==> config.mk <==
export PLATFORM = sky130hd
export DESIGN_NAME = boot_run_sequencer_flat
export DESIGN_NICKNAME = d
export VERILOG_FILES = /design/src/rtl/boot_run_sequencer_pkg.sv /design/src/rtl/boot_run_sequencer_if.sv /design/src/rtl/boot_run_sequencer_step_counter.sv /design/src/rtl/boot_run_sequencer.sv /design/src/flat_wrapper.sv
export SDC_FILE = /design/constraint.sdc
export NUM_CORES = 1
export LEC_CHECK = 0
export ABC_CLOCK_PERIOD_IN_PS = 4550
export CAP_MARGIN = 25
export CORE_MARGIN = 5
export CORE_UTILIZATION = 49
export DETAILED_ROUTE_END_ITERATION = 12
export HOLD_SLACK_MARGIN = 0.02
export PLACE_DENSITY = 0.94
export SKIP_LAST_GASP = 1
export SYNTH_ARGS = -nofsm -noshare
export SYNTH_HDL_FRONTEND = slang
export SYNTH_HIERARCHICAL = 1
export SYNTH_SLANG_ARGS = --single-unit
==> constraint.sdc <==
create_clock -name clk -period 4.55 [get_ports clk]
set_clock_uncertainty 0.05 [all_clocks]
set_input_delay 0.91 -clock clk [delete_from_list [all_inputs] [get_ports clk]]
set_output_delay 0.91 -clock clk [all_outputs]
set_load 0.005 [all_outputs]
==> src/rtl/boot_run_sequencer_pkg.sv <==
// boot_run_sequencer shared types
// state encoding and default start address
package boot_seq_pkg;

  typedef enum logic [2:0] {
    S_IDLE  = 3'd0,
    S_WRITE = 3'd1,
    S_DBG   = 3'd2,
    S_RUN   = 3'd3,
    S_DONE  = 3'd4,
    S_TRAP  = 3'd5
  } state_t;

  localparam int BOOT_BASE = 1;

endpackage

==> src/rtl/boot_run_sequencer_if.sv <==
// boot_run_sequencer signal bundle
// master = loader/core side, slave = sequencer
interface boot_run_sequencer_if
  import boot_seq_pkg::*;
#(
  parameter int ABIT = 6,
  parameter int NBIT = 32
);

  logic            load_req;
  logic [ABIT-1:0] load_addr;
  logic [NBIT-1:0] load_data;
  logic            load_ack;
  logic            start;
  logic [ABIT-1:0] prog_len;
  logic            dbg_req;
  logic [ABIT-1:0] dbg_addr;
  logic            dbg_ack;
  logic            mem_we;
  logic [ABIT-1:0] mem_addr;
  logic [NBIT-1:0] mem_wdata;
  logic            cpu_hold;
  logic [ABIT-1:0] cpu_pc;
  logic            cpu_step;
  logic            overflow;
  logic            busy;
  logic            done;
  logic            trap;

  modport master (
    output load_req, load_addr, load_data,
    output start, prog_len,
    output dbg_req, dbg_addr,
    output overflow,
    input  load_ack, dbg_ack,
    input  mem_we, mem_addr, mem_wdata,
    input  cpu_hold, cpu_pc, cpu_step,
    input  busy, done, trap
  );

  modport slave (
    input  load_req, load_addr, load_data,
    input  start, prog_len,
    input  dbg_req, dbg_addr,
    input  overflow,
    output load_ack, dbg_ack,
    output mem_we, mem_addr, mem_wdata,
    output cpu_hold, cpu_pc, cpu_step,
    output busy, done, trap
  );

endinterface

==> src/rtl/boot_run_sequencer_step_counter.sv <==
// loadable pc/cnt pair for the run phase
// tc flags the last instruction of the programmed length
module step_counter #(
  parameter int ABIT = 6,
  parameter int BASE = 1
) (
  input  logic            clk,
  input  logic            rst,
  input  logic            i_ld,
  input  logic [ABIT-1:0] i_len,
  input  logic            i_en,
  output logic [ABIT-1:0] o_pc,
  output logic            o_tc
);

  logic [ABIT-1:0] r_pc;
  logic [ABIT-1:0] r_cnt;
  logic [ABIT-1:0] r_len;

  // reload on start, advance once per issued instruction
  always_ff @(posedge clk) begin
    if (!rst) begin
      r_pc  <= ABIT'(BASE);
      r_cnt <= '0;
      r_len <= '0;
    end else if (i_ld) begin
      r_pc  <= ABIT'(BASE);
      r_cnt <= '0;
      r_len <= i_len;
    end else if (i_en) begin
      r_pc  <= r_pc + ABIT'(1);
      r_cnt <= r_cnt + ABIT'(1);
    end
  end

  assign o_pc = r_pc;
  assign o_tc = (r_cnt == r_len - ABIT'(1));

endmodule

==> src/rtl/boot_run_sequencer.sv <==
// load/run sequencer for the core
// FSM plus registered-state output decode
module boot_run_sequencer
  import boot_seq_pkg::*;
#(
  parameter int ABIT    = 6,
  parameter int NBIT    = 32,
  parameter int BASE    = BOOT_BASE,
  parameter bit TRAP_EN = 1'b1
) (
  input logic                clk,
  input logic                rst,
  boot_run_sequencer_if.slave bus
);

  localparam logic [2:0] ST_IDLE  = S_IDLE;
  localparam logic [2:0] ST_WRITE = S_WRITE;
  localparam logic [2:0] ST_DBG   = S_DBG;
  localparam logic [2:0] ST_RUN   = S_RUN;
  localparam logic [2:0] ST_DONE  = S_DONE;
  localparam logic [2:0] ST_TRAP  = S_TRAP;

  logic [2:0]      r_state;
  logic [2:0]      r_ret;
  logic [2:0]      w_next;
  logic [ABIT-1:0] r_addr;
  logic [NBIT-1:0] r_data;
  logic [ABIT-1:0] w_pc;
  logic [ABIT-1:0] w_maddr;
  logic            w_ld;
  logic            w_en;
  logic            w_tc;
  logic            w_ovf;
  logic            w_wr;
  logic            w_dbg;
  logic            w_run;

  assign w_ovf = TRAP_EN & bus.overflow;

  step_counter #(
    .ABIT (ABIT),
    .BASE (BASE)
  ) u_cnt (
    .clk   (clk),
    .rst   (rst),
    .i_ld  (w_ld),
    .i_len (bus.prog_len),
    .i_en  (w_en),
    .o_pc  (w_pc),
    .o_tc  (w_tc)
  );

  // next-state: load > dbg > start when parked
  always_comb begin
    w_next = r_state;
    w_ld   = 1'b0;
    w_en   = 1'b0;
    case (r_state)
      ST_IDLE, ST_DONE: begin
        if (bus.load_req) begin
          w_next = ST_WRITE;
        end else if (bus.dbg_req) begin
          w_next = ST_DBG;
        end else if (bus.start) begin
          w_ld   = 1'b1;
          w_next = (bus.prog_len == '0)
                 ? ST_DONE : ST_RUN;
        end
      end
      ST_WRITE: w_next = ST_IDLE;
      ST_DBG:   w_next = r_ret;
      ST_RUN: begin
        if (w_ovf) begin
          w_next = ST_TRAP;
        end else begin
          w_en = 1'b1;
          if (w_tc) w_next = ST_DONE;
        end
      end
      ST_TRAP:  w_next = ST_TRAP;
      default:  w_next = ST_IDLE;
    endcase
  end

  // state register; trap only leaves through reset
  always_ff @(posedge clk) begin
    if (!rst) r_state <= ST_IDLE;
    else      r_state <= w_next;
  end

  // capture write/debug operands so outputs stay registered
  always_ff @(posedge clk) begin
    if (!rst) begin
      r_ret  <= ST_IDLE;
      r_addr <= '0;
      r_data <= '0;
    end else begin
      if (w_next == ST_WRITE) begin
        r_addr <= bus.load_addr;
        r_data <= bus.load_data;
      end
      if (w_next == ST_DBG) begin
        r_addr <= bus.dbg_addr;
        r_ret  <= r_state;
      end
    end
  end

  assign w_wr  = (r_state == ST_WRITE);
  assign w_dbg = (r_state == ST_DBG);
  assign w_run = (r_state == ST_RUN);

  // memory address mux by phase
  always_comb begin
    w_maddr = '0;
    unique case (1'b1)
      w_wr, w_dbg: w_maddr = r_addr;
      w_run:       w_maddr = w_pc;
      default:     w_maddr = '0;
    endcase
  end

  assign bus.load_ack  = w_wr;
  assign bus.mem_we    = w_wr;
  assign bus.dbg_ack   = w_dbg;
  assign bus.mem_addr  = w_maddr;
  assign bus.mem_wdata = w_wr ? r_data : '0;
  assign bus.cpu_step  = w_run;
  assign bus.cpu_hold  = ~w_run;
  assign bus.cpu_pc    = w_pc;
  assign bus.busy      = w_wr | w_run;
  assign bus.done      = (r_state == ST_DONE);
  assign bus.trap      = (r_state == ST_TRAP);

endmodule

==> src/flat_wrapper.sv <==
// flat-port wrapper written by rule: the top's interface ports become plain ports
module boot_run_sequencer_flat import boot_seq_pkg::*;
#(
  parameter int ABIT    = 6,
  parameter int NBIT    = 32,
  parameter int BASE    = BOOT_BASE,
  parameter bit TRAP_EN = 1'b1
)
  (clk, rst, bus_load_req, bus_load_addr, bus_load_data, bus_start, bus_prog_len, bus_dbg_req, bus_dbg_addr, bus_overflow, bus_load_ack, bus_dbg_ack, bus_mem_we, bus_mem_addr, bus_mem_wdata, bus_cpu_hold, bus_cpu_pc, bus_cpu_step, bus_busy, bus_done, bus_trap);
  boot_run_sequencer_if #(.ABIT(ABIT), .NBIT(NBIT)) bus_i ();
  input logic clk;
  input logic rst;
  input wire logic [$bits(bus_i.load_req)-1:0] bus_load_req;
  input wire logic [$bits(bus_i.load_addr)-1:0] bus_load_addr;
  input wire logic [$bits(bus_i.load_data)-1:0] bus_load_data;
  input wire logic [$bits(bus_i.start)-1:0] bus_start;
  input wire logic [$bits(bus_i.prog_len)-1:0] bus_prog_len;
  input wire logic [$bits(bus_i.dbg_req)-1:0] bus_dbg_req;
  input wire logic [$bits(bus_i.dbg_addr)-1:0] bus_dbg_addr;
  input wire logic [$bits(bus_i.overflow)-1:0] bus_overflow;
  output wire logic [$bits(bus_i.load_ack)-1:0] bus_load_ack;
  output wire logic [$bits(bus_i.dbg_ack)-1:0] bus_dbg_ack;
  output wire logic [$bits(bus_i.mem_we)-1:0] bus_mem_we;
  output wire logic [$bits(bus_i.mem_addr)-1:0] bus_mem_addr;
  output wire logic [$bits(bus_i.mem_wdata)-1:0] bus_mem_wdata;
  output wire logic [$bits(bus_i.cpu_hold)-1:0] bus_cpu_hold;
  output wire logic [$bits(bus_i.cpu_pc)-1:0] bus_cpu_pc;
  output wire logic [$bits(bus_i.cpu_step)-1:0] bus_cpu_step;
  output wire logic [$bits(bus_i.busy)-1:0] bus_busy;
  output wire logic [$bits(bus_i.done)-1:0] bus_done;
  output wire logic [$bits(bus_i.trap)-1:0] bus_trap;
  assign bus_i.load_req = bus_load_req;
  assign bus_i.load_addr = bus_load_addr;
  assign bus_i.load_data = bus_load_data;
  assign bus_i.start = bus_start;
  assign bus_i.prog_len = bus_prog_len;
  assign bus_i.dbg_req = bus_dbg_req;
  assign bus_i.dbg_addr = bus_dbg_addr;
  assign bus_i.overflow = bus_overflow;
  assign bus_load_ack = bus_i.load_ack;
  assign bus_dbg_ack = bus_i.dbg_ack;
  assign bus_mem_we = bus_i.mem_we;
  assign bus_mem_addr = bus_i.mem_addr;
  assign bus_mem_wdata = bus_i.mem_wdata;
  assign bus_cpu_hold = bus_i.cpu_hold;
  assign bus_cpu_pc = bus_i.cpu_pc;
  assign bus_cpu_step = bus_i.cpu_step;
  assign bus_busy = bus_i.busy;
  assign bus_done = bus_i.done;
  assign bus_trap = bus_i.trap;
  boot_run_sequencer #(.ABIT(ABIT), .NBIT(NBIT), .BASE(BASE), .TRAP_EN(TRAP_EN)) u_core (.clk(clk), .rst(rst), .bus(bus_i));
endmodule
# --- Yosys cells after proc, flatten, opt, wreduce, memory -nomap -nowiden ---
# Index checks and enable logic that the tools add are counted.
totals:
  input_bits: 56
  regBits: 62
op_classes:
  bitwise_logic: 3
  reduce_logical: 6
  n_eq_ne: 8
  add_sub_neg: 3
  mux: 17
op_table:
  columns: ["op", "n"]
  rows:
  - ["32-bit 2-to-1 mux", 1]
  - ["3-bit 2-to-1 mux", 6]
  - ["6-bit by 1-bit adder with 6-bit output, second input constant", 2]
  - ["6-bit 2-to-1 mux", 2]
  - ["3-bit one-hot mux with 4 select lines", 1]
  - ["6-bit one-hot mux with 2 select lines", 1]
  - ["3-bit by 2-bit equality test with 1-bit output, second input constant", 3]
  - ["3-bit by 1-bit equality test with 1-bit output, second input constant", 2]
  - ["3-bit equality test, second input constant", 2]
  - ["6-bit equality test", 1]
  - ["6-bit logical NOT", 1]
  - ["1-bit 2-to-1 mux", 6]
  - ["2-bit OR reduction", 3]
  - ["6-bit by 1-bit subtractor with 6-bit output, second input constant", 1]
  - ["3-bit logical NOT", 1]
  - ["1-bit NOT", 2]
  - ["2-bit nonzero test", 1]
  - ["1-bit bitwise OR", 1]

# --- Depth between registers and ports, before layout ---
logic_depth:
  ltp_word: 9
  depth_mapped: 15
  depth_no_buf: 12

# --- Hierarchy ---
# The synthesis kept the hierarchy.
modules_own_cells:
  columns: ["module", "instances", "area_per_inst_um2", "cells_each", "seq_area_each_um2"]
  rows:
  - ["boot_run_sequencer", 1, 2178.3, 280, 880.8]
  - ["step_counter", 1, 867.1, 93, 360.3]

# --- Least setup slack after synthesis ---
# OpenSTA, ideal clock, no wires.
synth_timing:
  path_type: "register to register"
  from: "reg u_core.u_cnt.r_len[0]"
  to: "reg u_core.r_addr[0]"
  n_path_buf: 3
  stages_incl_launch_ff: 14
  setup_slack_ps: 1586
  synth_period_minus_slack_ps: 2964
  arrival_ps: 2792
  path_cell_list: "dfxtp_1 > or4_1 > nor2_2 > xnor2_1 > nor3_2 > or3b_1 > or3b_1 > and4_1 > buf_6 > nor3b_2 > buf_6 > and2_4 > buf_6 > a221o_1"
synth_via:
  elab_chain_len: 7
synth_rtl:
  columns: ["element", "line_no", "source"]
  rows:
  - ["start: declaration", "boot_run_sequencer_step_counter.sv:18", "logic [ABIT-1:0] r_len;"]
  - ["start signal: assignment", "boot_run_sequencer_step_counter.sv:29", "r_len <= i_len;"]
  - ["6-bit by 1-bit subtractor with 6-bit output *", "boot_run_sequencer_step_counter.sv:37", "assign o_tc = (r_cnt == r_len - ABIT'(1));"]
  - ["6-bit equality test *", "boot_run_sequencer_step_counter.sv:37", null]
  - ["named net u_core.w_tc", "boot_run_sequencer.sv:32", "logic w_tc;"]
  - ["3-bit 2-to-1 mux *", "boot_run_sequencer.sv:77", "if (w_tc) w_next = ST_DONE;"]
  - ["3-bit 2-to-1 mux *", "boot_run_sequencer.sv:73", "if (w_ovf) begin"]
  - ["3-bit one-hot mux with 4 select lines *", "boot_run_sequencer.sv:58", "case (r_state)"]
  - ["3-bit by 2-bit equality test with 1-bit output or 3-bit by 1-bit equality test with 1-bit output (tied branches)", "boot_run_sequencer.sv:102, boot_run_sequencer.sv:98", null]
  - ["6-bit 2-to-1 mux or 2-bit nonzero test (tied branches)", null, null]
  - ["end signal: assignment", "boot_run_sequencer.sv:99", "r_addr <= bus.load_addr;"]
  - ["end signal: assignment", "boot_run_sequencer.sv:103", "r_addr <= bus.dbg_addr;"]
  - ["end: declaration", "boot_run_sequencer.sv:26", "logic [ABIT-1:0] r_addr;"]
# The timed path passes the listed nets; every way through them passes the cells marked *.
# A chain may end at the register's enable or synchronous reset.

# --- Worst setup path in the final report ---
layout_timing:
  from: "reg u_core.u_cnt.r_len[0]"
  to: "reg u_core.r_data[6]"
layout_via:
  elab_chain_len: 6
layout_rtl:
  columns: ["element", "line_no", "source"]
  rows:
  - ["6-bit by 1-bit subtractor with 6-bit output", "boot_run_sequencer_step_counter.sv:37", null]
  - ["6-bit equality test", "boot_run_sequencer_step_counter.sv:37", null]
  - ["named net u_core.w_tc", "boot_run_sequencer.sv:32", null]
  - ["3-bit 2-to-1 mux", "boot_run_sequencer.sv:77", null]
  - ["3-bit 2-to-1 mux", "boot_run_sequencer.sv:73", null]
  - ["3-bit one-hot mux with 4 select lines", "boot_run_sequencer.sv:58", null]
  - ["3-bit by 1-bit equality test with 1-bit output", "boot_run_sequencer.sv:98", "if (w_next == ST_WRITE) begin"]
  - ["end signal: assignment", "boot_run_sequencer.sv:100", "r_data <= bus.load_data;"]
  - ["end: declaration", "boot_run_sequencer.sv:27", "logic [NBIT-1:0] r_data;"]
# The timed path passes the listed nets, and every way through them passes these cells.

==> Implementation_results.wiki <==
{| class="wikitable"
! Metric !! Value
|-
| Result of the run || complete, no violations
|-
| Sum of buffers and inverters on the critical path || 3
|-
| Worst-path fanout max || 37
|-
| Required time at the worst-slack endpoint || 4760 ps
|-
| Endpoint with the worst hold slack || u_core/r_data[20]
|-
| Number of storage elements in the synthesis netlist || 62
|-
| Max-capacitance violation count || 0
|-
| Cell-by-cell trace of the critical path || inv_1 -> ha_1 -> nand2b_1 -> a21o_1 -> a31oi_1 -> nor3_2 -> or3b_1 -> or3b_1 -> and4_1 -> nor3b_4 -> buf_4 -> buf_4 -> nand3_1 -> o21ai_1
|-
| Area of the die || 7890 um2
|-
| Clock sink total || 62
|-
| Max transition margin || between 40 and 50%
|-
| Number of endpoints failing setup at the final stage || 0
|-
| Latest clock arrival within the worst-skew pair || 330 ps
|-
| Post-synthesis sequential area ratio || 40.8%
|-
| Area growth from synthesis to layout || 41.0%
|-
| Crit Path Category || register to register
|-
| Final Hold Fails || 0
|-
| Number of flops mapped to enable cells by yosys || 0
|-
| CTS max path bufs || 2
|-
| Hold/Removal Path Class || register to register
|-
| Overall routed net length || 7.99 mm
|-
| Distinct cells, synth || 45
|-
| Area of the mapped netlist || 3050 um2
|-
| Leading register cell type out of synthesis || dfxtp_1
|-
| Worst-path cell with the longest stage delay || dfxtp_1
|-
| Number of vias after detailed routing || 2960
|-
| Cell class contributing the biggest share of worst-path delay || simple AND/OR/NAND/NOR gates
|-
| Setup fix buffers added after clock tree synthesis || 0
|-
| Count of H-tree levels built during CTS || 3
|-
| Setup TNS Final || 0 ps
|-
| Upper clock frequency limit || 0.286 GHz
|-
| Leakage || 1.58 nW
|-
| Ratio of final minimum period to clock period || 76.9%
|-
| Min-delay src || u_core/r_data[20]
|-
| Total power density per cell area || 313 nW/um2
|-
| Port-buffer cells || approximately 110
|-
| Cell chosen for the clock root || clkbuf_8
|-
| Average wire per standard cell || 14.6 um
|-
| Avg Inst Size Synth || 8.16 um2
|-
| Asr flop ratio synth || 0%
|-
| Site Rows || 28
|-
| Cts repair resizes || 0
|-
| DRC viols || 0
|-
| Antenna Nets Post-Route || 0
|-
| Boundary pin count || between 100 and 150
|-
| Final Slew Violations || 0
|-
| Via count of the first global-routing pass || between 2000 and 3000
|-
| Number of optimization iterations in the first detailed-route pass || 4
|-
| Overall Global Routing Usage || 21.0%
|-
| Yosys warning total || 6
|-
| Critical Path End Type || register
|-
| Share of cells above drive strength 1 || 6.36%
|-
| Largest net degree at the start of global routing || 75
|-
| Overflow after GRT || 0
|-
| End-of-flow core utilization || 71.7%
|-
| Final HPWL DP || 5.96 mm
|-
| Peak VDD IR || between 0.2 and 0.25 mV
|-
| Count of cells along the worst hold path || 2
|-
| Worst Reg2Reg Path Length in Cells || 14
|-
| Gate count of the mapped netlist || ~370
|-
| Setup repair after global routing missed its margin || no
|-
| Total clock buffers created by CTS || 9
|-
| DRC violation total after the first TritonRoute iteration || roughly 170
|-
| Min Tclk post-route || between 3000 and 4000 ps
|-
| Core area || 5990 um2
|-
| Initial core utilization || 50.8%
|-
| Capture instance of the worst register-to-register path || u_core/r_data[6]
|-
| Wire length of the first global-routing pass || 12.9 mm
|-
| Vertical die dimension || between 80 and 90 um
|-
| Net count after synthesis || 432
|-
| Launch instance of the worst register-to-register path || u_core/u_cnt/r_len[0]
|-
| CP max stage delay || about 420 ps
|-
| Arrival time worst endpoint || 3710 ps
|-
| CTS tree || done
|-
| Routability-driven placement congestion ratio || 0.794
|-
| Number of vias per cell after detailed routing || 5.41
|-
| Number of antenna violations at the first check in global routing || 0
|-
| Layout fillers || 420
|-
| Inserted Diodes || 0
|-
| Slack of the worst reg-to-reg path || roughly 1000 ps
|-
| Count of hold-fix buffers inserted at cts || 0
|-
| Startpoint types || register
|-
| Worst slew pin tran || 824 ps
|-
| Clock transition at path regs || approximately 70 ps
|-
| Overall die width || a little under 90 um
|-
| Net count of the finished layout || 526
|}
-- worst min-delay path: stages (launching register included) --
cell and delay, ps:
dfxtp_1 310, nand2_1 50, o21ai_1 50
-- report_power, final --
group	internal [W]	leakage, nW	switching (W)
logic	0.000135	0.981	0.000126
registers	0.000588	0.506	0.0000304
clock network	0.000249	0.0948	0.000215
total	0.000971	1.58	0.000372
-- worst max path at each step --
stage	startpoint	endpoint	slack (ps)	cells past startpoint
3_5_place_dp	bus_prog_len[1]	u_core/r_addr[4]	990	7
6_report	u_core/u_cnt/r_len[0]	u_core/r_data[6]	1050	14
3_3_place_gp	bus_prog_len[1]	u_core/r_addr[1]	1070	7
2_1_floorplan	u_core/u_cnt/r_len[0]	u_core/r_addr[0]	1590	13
4_1_cts	u_core/r_state[0]	bus_mem_wdata[11]	1020	5
5_1_grt	u_core/u_cnt/r_len[0]	u_core/r_data[15]	750	14
-- synth_stat cells (2+ instances only) --
library cell,instances,share of area (%)
a21o_1,2,0.49
a21oi_1,10,1.6
a221o_1,6,2.0
a22oi_1,6,1.5
and2_1,34,7.0
and3_1,2,0.41
buf_2,7,1.2
buf_6,3,1.1
clkbuf_1,17,2.1
dfxtp_1,62,41
ha_1,3,1.2
inv_1,3,0.37
mux2i_1,11,3.6
nand2_1,49,6.0
nand2b_1,5,1.0
nand3_1,34,5.6
nand3b_1,2,0.49
nand4_1,5,1.0
nor2_1,25,3.1
nor2b_1,11,2.3
nor4_1,3,0.62
o21ai_0,2,0.33
o21ai_1,32,5.3
or3_1,2,0.41
or3b_1,2,0.58
xnor2_1,7,2.0
xor2_1,10,2.9
-- logic make-up after synthesis --
logic type | Yosys count | synth area share (%)
DFF | 62 | 40.8
adders and majority gates | 3 | 1.23
xor gates and xnor gates | 17 | 4.89
muxes | 11 | 3.62
AOI/OAI and AO/OA | 62 | 12.4
and+or+nand+nor | 187 | 32.1
buffers and inverters | 31 | 4.97
-- metal layers --
metal	wire [um]	up-vias	track usage, %
li1	-	1459	-
met1	3020	1363	22.9
met2	3910	118	35.3
met3	848	20	10.1
met4	214	0	7.97
met5	0	-	0
-- stage by stage --
| stage | hold WS, ps | instances | cell area, um2 | total power [W] | setup WS [ps] |
|---|---|---|---|---|---|
| global placement | 381 | 531 | 4100 | 0.000881 | 1070 |
| finish | 394 | 547 | 4290 | 0.00134 | 1050 |
| floorplan | 374 | 373 | 3050 | 0.000778 | 1590 |
| detailed placement | 385 | 531 | 4100 | 0.000890 | 993 |
| CTS | 397 | 547 | 4290 | 0.00135 | 1020 |
| global route | 415 | 547 | 4290 | 0.00142 | 745 |
-- placed cells by master, fill, tap and decap left out, types with 2 or more instances in the layout --
| cell type | n |
|---|---|
| nand4_1 | 5 |
| nand2b_1 | 5 |
| nand2_1 | 49 |
| nand3_1 | 34 |
| ha_1 | 3 |
| o21ai_0 | 2 |
| clkinv_2 | 4 |
| nand3b_1 | 2 |
| clkdlybuf4s50_1 | 106 |
| nor2b_1 | 10 |
| and3_1 | 2 |
| or3b_1 | 2 |
| dfxtp_1 | 62 |
| xnor2_1 | 7 |
| and2_1 | 34 |
| xor2_1 | 10 |
| clkinvlp_4 | 2 |
| nor2_1 | 25 |
| a22oi_1 | 6 |
| mux2i_1 | 11 |
| a221o_1 | 6 |
| buf_4 | 4 |
| inv_1 | 3 |
| clkbuf_8 | 9 |
| a21o_1 | 2 |
| or3_1 | 2 |
| nor4_1 | 3 |
| o21ai_1 | 32 |
| a21oi_1 | 10 |
-- cell type report --
cell class | count | area, um2 | area share [%]
inverters | 3 | 11.3 | 0.262
repair buffers | 111 | 1100 | 25.5
flip-flops and latches | 62 | 1240 | 28.9
clock inverters | 7 | 65.1 | 1.52
clock buffers | 9 | 124 | 2.89
well taps | 75 | 93.8 | 2.19
multi-input cells | 280 | 1660 | 38.7
-- registers in the layout, summed over array words and instances (netlist names) --
signal,count
u_core/r_state,3
u_core/r_addr,6
u_core/u_cnt/r_cnt,6
u_core/u_cnt/r_len,6
u_core/u_cnt/o_pc,6
u_core/r_ret,3
u_core/r_data,32
Power figures use the tool's default switching activity.
==> patch 1: new RTL, same flow settings <==
`NBIT` is set to 32 in 3 places; all go to 64.
--- a/src/rtl/boot_run_sequencer_if.sv
+++ b/src/rtl/boot_run_sequencer_if.sv
@@ -4,7 +4,7 @@
   import boot_seq_pkg::*;
 #(
   parameter int ABIT = 6,
-  parameter int NBIT = 32
+  parameter int NBIT = 64
 );
 
   logic            load_req;
--- a/src/rtl/boot_run_sequencer.sv
+++ b/src/rtl/boot_run_sequencer.sv
@@ -4,7 +4,7 @@
   import boot_seq_pkg::*;
 #(
   parameter int ABIT    = 6,
-  parameter int NBIT    = 32,
+  parameter int NBIT    = 64,
   parameter int BASE    = BOOT_BASE,
   parameter bit TRAP_EN = 1'b1
 ) (
--- a/src/flat_wrapper.sv
+++ b/src/flat_wrapper.sv
@@ -2,7 +2,7 @@
 module boot_run_sequencer_flat import boot_seq_pkg::*;
 #(
   parameter int ABIT    = 6,
-  parameter int NBIT    = 32,
+  parameter int NBIT    = 64,
   parameter int BASE    = BOOT_BASE,
   parameter bit TRAP_EN = 1'b1
 )
Interface: changed (resized bus_load_data and bus_mem_wdata); port bits go from 108 to 172. The function was not compared with the original's and may differ.
==> patch 1 against the original RTL <==
- sequential power increased by 53%
- non-clock buffer count increased by 63
- wire length increased by 55%
- final area increased by 46%
- critical endpoint is now bus_mem_wdata[29]
- synthesized area increased by 45%
- die area increased by 40%
- critical path depth decreased by 9
- maximum frequency decreased by 4.3%
- total power increased by 41%
- sequential cell count increased by 32
- count of clock-buffer cells in the layout increased by 1
- setup slack got worse by 0.16 ns
- largest power group unchanged
==> patch 1: results (changes against the original RTL) <==
* Status: completed
* Post-CTS setup buffer count at 0 (unchanged)
* Asr flop ratio synth at 0% (unchanged)
* Post_cts resized at 0 (unchanged)
* Flop-to-flop setup slack at 1.24 ns (+0.19 ns)
* Sequential-to-total area share from yosys stat at 42.59% (+1.8 points)
* Total wire length at 12360 um (+55%)
* Sw power at 529.9 uW (+43%)
* Internal power at 1363 uW (+40%)
* Nets at 775 (+47%)
* Period minus WS final at 3.658 ns (+0.1580 ns)
* # diodes at 0 (unchanged)
* Maximum vdd ir drop at 0.0002031 V (-9.5%)
* All-Layer GR Usage at 21.76% (+0.76 points)
* Syn Area/Cell at 8.136 sq um (-0.35%)
* Pleak at 0.002295 uW (+45%)
* Post-Synth XOR/XNOR Area at 3.370% (-1.5 points)
* Met2 usage at 36.74% (+1.4 points)
* Worst hold margin at 0.3979 ns (+0.003998 ns)
* Biggest register: u_core/r_data
* Crit path max fanout at 67 (+81%)
* DP Cell Count at 781 (+47%)
* Setup WS pre-CTS at 1.145 ns (+0.1520 ns)
* DR vias/cell at 5.358 (-0.98%)
* Area after DPL at 0.006065 sq mm (+48%)
* Comb power frac at 20.7% (+1.2 points)
* Slew HR at 40.37% (-4.5 points)
* Min-delay src: u_core/r_data[5]$_SDFFE_PN0N_
* Crit path launch: u_core/r_state[0]$_SDFF_PN0_
* Worst R2R Start: u_core/u_cnt/r_len[0]$_SDFFE_PN0P_
* Synthesized-area fraction occupied by adder cells at 0.8496% (-0.38 points)
* Synth cell types at 45 (unchanged)
* Met3 usage at 9.371% (-0.68 points)
* Via count at 4265 (+44%)
* Port-buffer cells at 171 (+60%)
* HPWL Detailed at 8839 um (+48%)
* Setup_tns at 0 ns (unchanged)
* CP arrival at 2.70 ns (-1.01 ns)
* Flip-flop count of the largest register after layout at 64 (+100%)
* Drt first-iter violations at 196 (+19%)
* Clock slew at reported path FFs at 0.10 ns (+0.03 ns)
* YS warnings at 6 (unchanged)
* Compound-Gate Fraction of Synth Area at 11.75% (-0.65 points)
* Top post-synthesis cells by count: 94 x dfxtp_1, 75 x nand2_1, 66 x and2_1, 66 x nand3_1, 54 x o21ai_1
* Clock Latency Late Sink at 0.35 ns (+0.02 ns)
* Final Hold Vio Count at 0 (unchanged)
* Synth Net Count at 634 (+47%)
* GR Util met1 at 25.02% (+2.2 points)
* Largest net degree at the start of global routing at 135 (+80%)
* Multiplexer share of the synthesized area at 2.492% (-1.1 points)
* GPL Wtd Cong at 0.8871 (+12%)
* Top cells by area, synth: dfxtp_1 43%, and2_1 9.3%, nand3_1 7.5%
* Global-route wire length before repair at 20070 um (+56%)
* Fraction of layout cells with a size suffix above 1 at 3.924% (-2.4 points)
* Seq. pwr at 945 uW (+53%)
## patch 1: cell types whose count changed in the layout (fill, tap and decap cells not counted), moves of 3 or more
| cell | delta |
|---|---|
| nand2_1 | +26 |
| a21oi_1 | -6 |
| o21ai_0 | +10 |
| and3_1 | +6 |
| and2_1 | +32 |
| nand3_1 | +32 |
| dfxtp_1 | +32 |
| clkdlybuf4s50_1 | +64 |
| o21ai_1 | +22 |
| clkinv_2 | -3 |
## patch 1: path summary, 6_finish.rpt
kind	cells past startpoint	to
setup / recovery	5	bus_mem_wdata[29]
hold / removal	2	u_core/r_data[5]$_SDFFE_PN0N_
setup reg to reg	13	u_core/r_data[6]$_SDFFE_PN0N_
hold reg to reg	2	u_core/r_data[5]$_SDFFE_PN0N_
## patch 1: logic make-up after synthesis
| group | Yosys count |
|---|---|
| compound gates | 89 |
| xor+xnor | 17 |
| fa+ha+maj | 3 |
| buf+inv | 47 |
| flops | 94 |
| mux | 11 |
| simple gates | 282 |
## patch 1: worst max-delay path, cell delays in order (launching register included)
cell,delay [ns]
dfxtp_1,0.62
nor2b_1,0.32
nor2b_4,0.18
buf_4,0.45
and2_1,0.25
clkdlybuf4s50_1,0.51
## patch 1: layout make-up
cell class              count  area, sq um
clock inverters             5        58.81
inverters                   3        11.26
well taps                 108        135.1
multi-input cells         402         2292
fillers                   636         2502
clock buffers              10        137.6
flip-flops and latches     94         1882
repair buffers            174         1744
## patch 1: layer usage
layer | share of wire (%) | vias to the layer above | routed length (um)
met5 | 0 | - | 0
met4 | 1.4 | 0 | 176
met3 | 10 | 16 | 1263
met2 | 48 | 167 | 5988
met1 | 40 | 1966 | 4930
li1 | - | 2116 | -
==> patch 2: new RTL, config.mk and constraints unchanged <==
Without the edit above. Reset style: asynchronous (`rst`), changed in 3 clocked blocks.
--- a/src/rtl/boot_run_sequencer_step_counter.sv
+++ b/src/rtl/boot_run_sequencer_step_counter.sv
@@ -18,7 +18,7 @@
   logic [ABIT-1:0] r_len;
 
   // reload on start, advance once per issued instruction
-  always_ff @(posedge clk) begin
+  always_ff @(posedge clk or negedge rst) begin
     if (!rst) begin
       r_pc  <= ABIT'(BASE);
       r_cnt <= '0;
--- a/src/rtl/boot_run_sequencer.sv
+++ b/src/rtl/boot_run_sequencer.sv
@@ -83,13 +83,13 @@
   end
 
   // state register; trap only leaves through reset
-  always_ff @(posedge clk) begin
+  always_ff @(posedge clk or negedge rst) begin
     if (!rst) r_state <= ST_IDLE;
     else      r_state <= w_next;
   end
 
   // capture write/debug operands so outputs stay registered
-  always_ff @(posedge clk) begin
+  always_ff @(posedge clk or negedge rst) begin
     if (!rst) begin
       r_ret  <= ST_IDLE;
       r_addr <= '0;
Function: differs if rst is asserted again (counterexample within 4 cycles, from zero or initial values and one cycle with rst low); with rst held inactive, the same outputs for 10 cycles.
==> patch 2 against the original RTL <==
- synthesized area grew 11%
- final area grew 8.9%
- sequential share of layout area grew 4.3 points
- first-iteration DRC count shrank 3.0%
- wire length grew 6.0%
- count of clock-buffer cells in the layout grew 2
- die area grew 9.5%
- sequential cell count is the same
- critical path type unchanged
- setup slack gained 0.055 ns
- worst hold slack gained 0.061 ns
Power is not compared: it rests on default switching activity, and its combinational part moved more than twofold at a synthesized area within 25%.
==> patch 2: results (changes against the original RTL) <==
* Status: completed
* Synth cell types at 48 (+6.7%)
* Asr flop ratio synth at 100.0% (+100 points)
* ClkCell Share at 3.936% (-0.47 points)
* FFs & Latches at 62 (unchanged)
* Buffering overhead at 23.78% (-1.8 points)
* Post-route non-filler standard cell count at 488 (-11%)
* CP arrival at 3.63 ns (-0.08 ns)
* Nets at 462 (-12%)
* Power density over the cells at 708.5 mW/mm^2
* CLK BUF at 11 (+2)
* Comb_multi_in at 199 (-29%)
* DP Cell Count at 472 (-11%)
* CP max stage cell: buf_4
* Top cells by area, synth: dfrtp_1 45%, mux2_4 13%, and2_1 6.1%
* Global-route wire length before repair at 13810 um (+7.1%)
* Crit path max-delay family: compound AO/OA/AOI/OAI gates
* DRT Pass-1 Iters at 5 (+1)
* Sw power at 1166 uW
* Setup WS pre-CTS at 0.7932 ns (-0.2000 ns)
* All-Layer GR Usage at 20.22% (-0.78 points)
* Tightest Pin Transition at 0.7050 ns (-0.1192 ns)
* Clock Latency Late Sink at 0.34 ns
* Area after DPL at 0.004489 sq mm (+9.4%)
* Top post-synthesis cells by count: 61 x dfrtp_1, 33 x and2_1, 30 x mux2_4
* Biggest register: u_core/r_data
* Seq/total area at 33.23% (+4.3 points)
* Non-clock buffers at 113 (+1.8%)
* Max Buffers Root-to-Sink at 2 (unchanged)
* Maximum vdd ir drop at 0.0007845 V
* Hold crit path type: flop to flop
* Multi-input gate area at 0.001658 sq mm (-0.23%)
* Crit-path max cell delay at 0.52 ns (+0.10 ns)
* Syn Area/Cell at 11.47 sq um (+41%)
* Avg WL per Cell at 17.36 um (+19%)
* Sequential-to-total area share from yosys stat at 46.03% (+5.3 points)
* Vias in the first global route at 2843 (-2.5%)
* Largest net degree at the start of global routing at 40 (-47%)
* Top FF cell, synth: dfrtp_1
* Multi-input combinational area share at 35.48% (-3.2 points)
* Inverters at 18 (+15)
* Clock slew at reported path FFs at 0.07 ns (about the same)
* Initial antenna violation count at 0 (unchanged)
* Via count at 2646 (-11%)
* Number of H-tree levels at 3 (unchanged)
* Fraction of layout cells with a size suffix above 1 at 18.14% (+12 points)
* Crit path max fanout at 32 (-14%)
* # diodes at 0 (unchanged)
* CORE AREA at 0.006756 sq mm (+13%)
* # fillers at 492 (+17%)
* Drt first-iter violations at 160 (-3.0%)
* Synth Net Count at 353 (-18%)
* Number of CTS-inserted buffers at 9 (unchanged)
* HPWL Detailed at 6297 um (+5.7%)
* GPL Wtd Cong at 0.9460 (+19%)
patch 2: logic make-up after synthesis:
logic type / share of synthesized area, %
compound gates: 8.383
xor+xnor: 4.154
fa+ha+maj: 1.113
buf+inv: 4.970
flops: 46.03
mux: 16.62
simple gates: 18.73
patch 2: metal layers:
metal,global-route usage (%),up-vias,wire length (um)
li1,-,1240,-
met4,8.547,0,154
met3,4.264,15,470
met5,0,-,0
met2,35.09,99,4539
met1,24.26,1292,3306
patch 2: power by group through the flow:
stage | combinational (uW) | sequential [uW] | clock [uW]
2_1_floorplan | 1270 | 924 | 0
3_3_place_gp | 1780 | 996 | 0
3_5_place_dp | 1860 | 1010 | 0
4_1_cts | 1870 | 1010 | 450
5_1_grt | 2000 | 1040 | 476
6_report | 1860 | 1010 | 441
patch 2: path summary, 6_finish.rpt:
| kind | depth (start not counted) | end | slack (ns) | start |
|---|---|---|---|---|
| min in group asynchronous | 1 | u_core/r_data[16]$_DFFE_PN0N_ | 0.49 | rst |
| max in group asynchronous | 2 | u_core/u_cnt/r_len[4]$_DFFE_PN0P_ | 3.05 | rst |
| max | 12 | u_core/r_data[12]$_DFFE_PN0N_ | 1.10 | u_core/u_cnt/r_len[0]$_DFFE_PN0P_ |
| min reg2reg | 1 | u_core/r_ret[0]$_DFFE_PN0N_ | 0.46 | u_core/r_ret[0]$_DFFE_PN0N_ |
| min | 1 | u_core/r_ret[0]$_DFFE_PN0N_ | 0.46 | u_core/r_ret[0]$_DFFE_PN0N_ |
| max reg2reg | 12 | u_core/r_data[12]$_DFFE_PN0N_ | 1.10 | u_core/u_cnt/r_len[0]$_DFFE_PN0P_ |
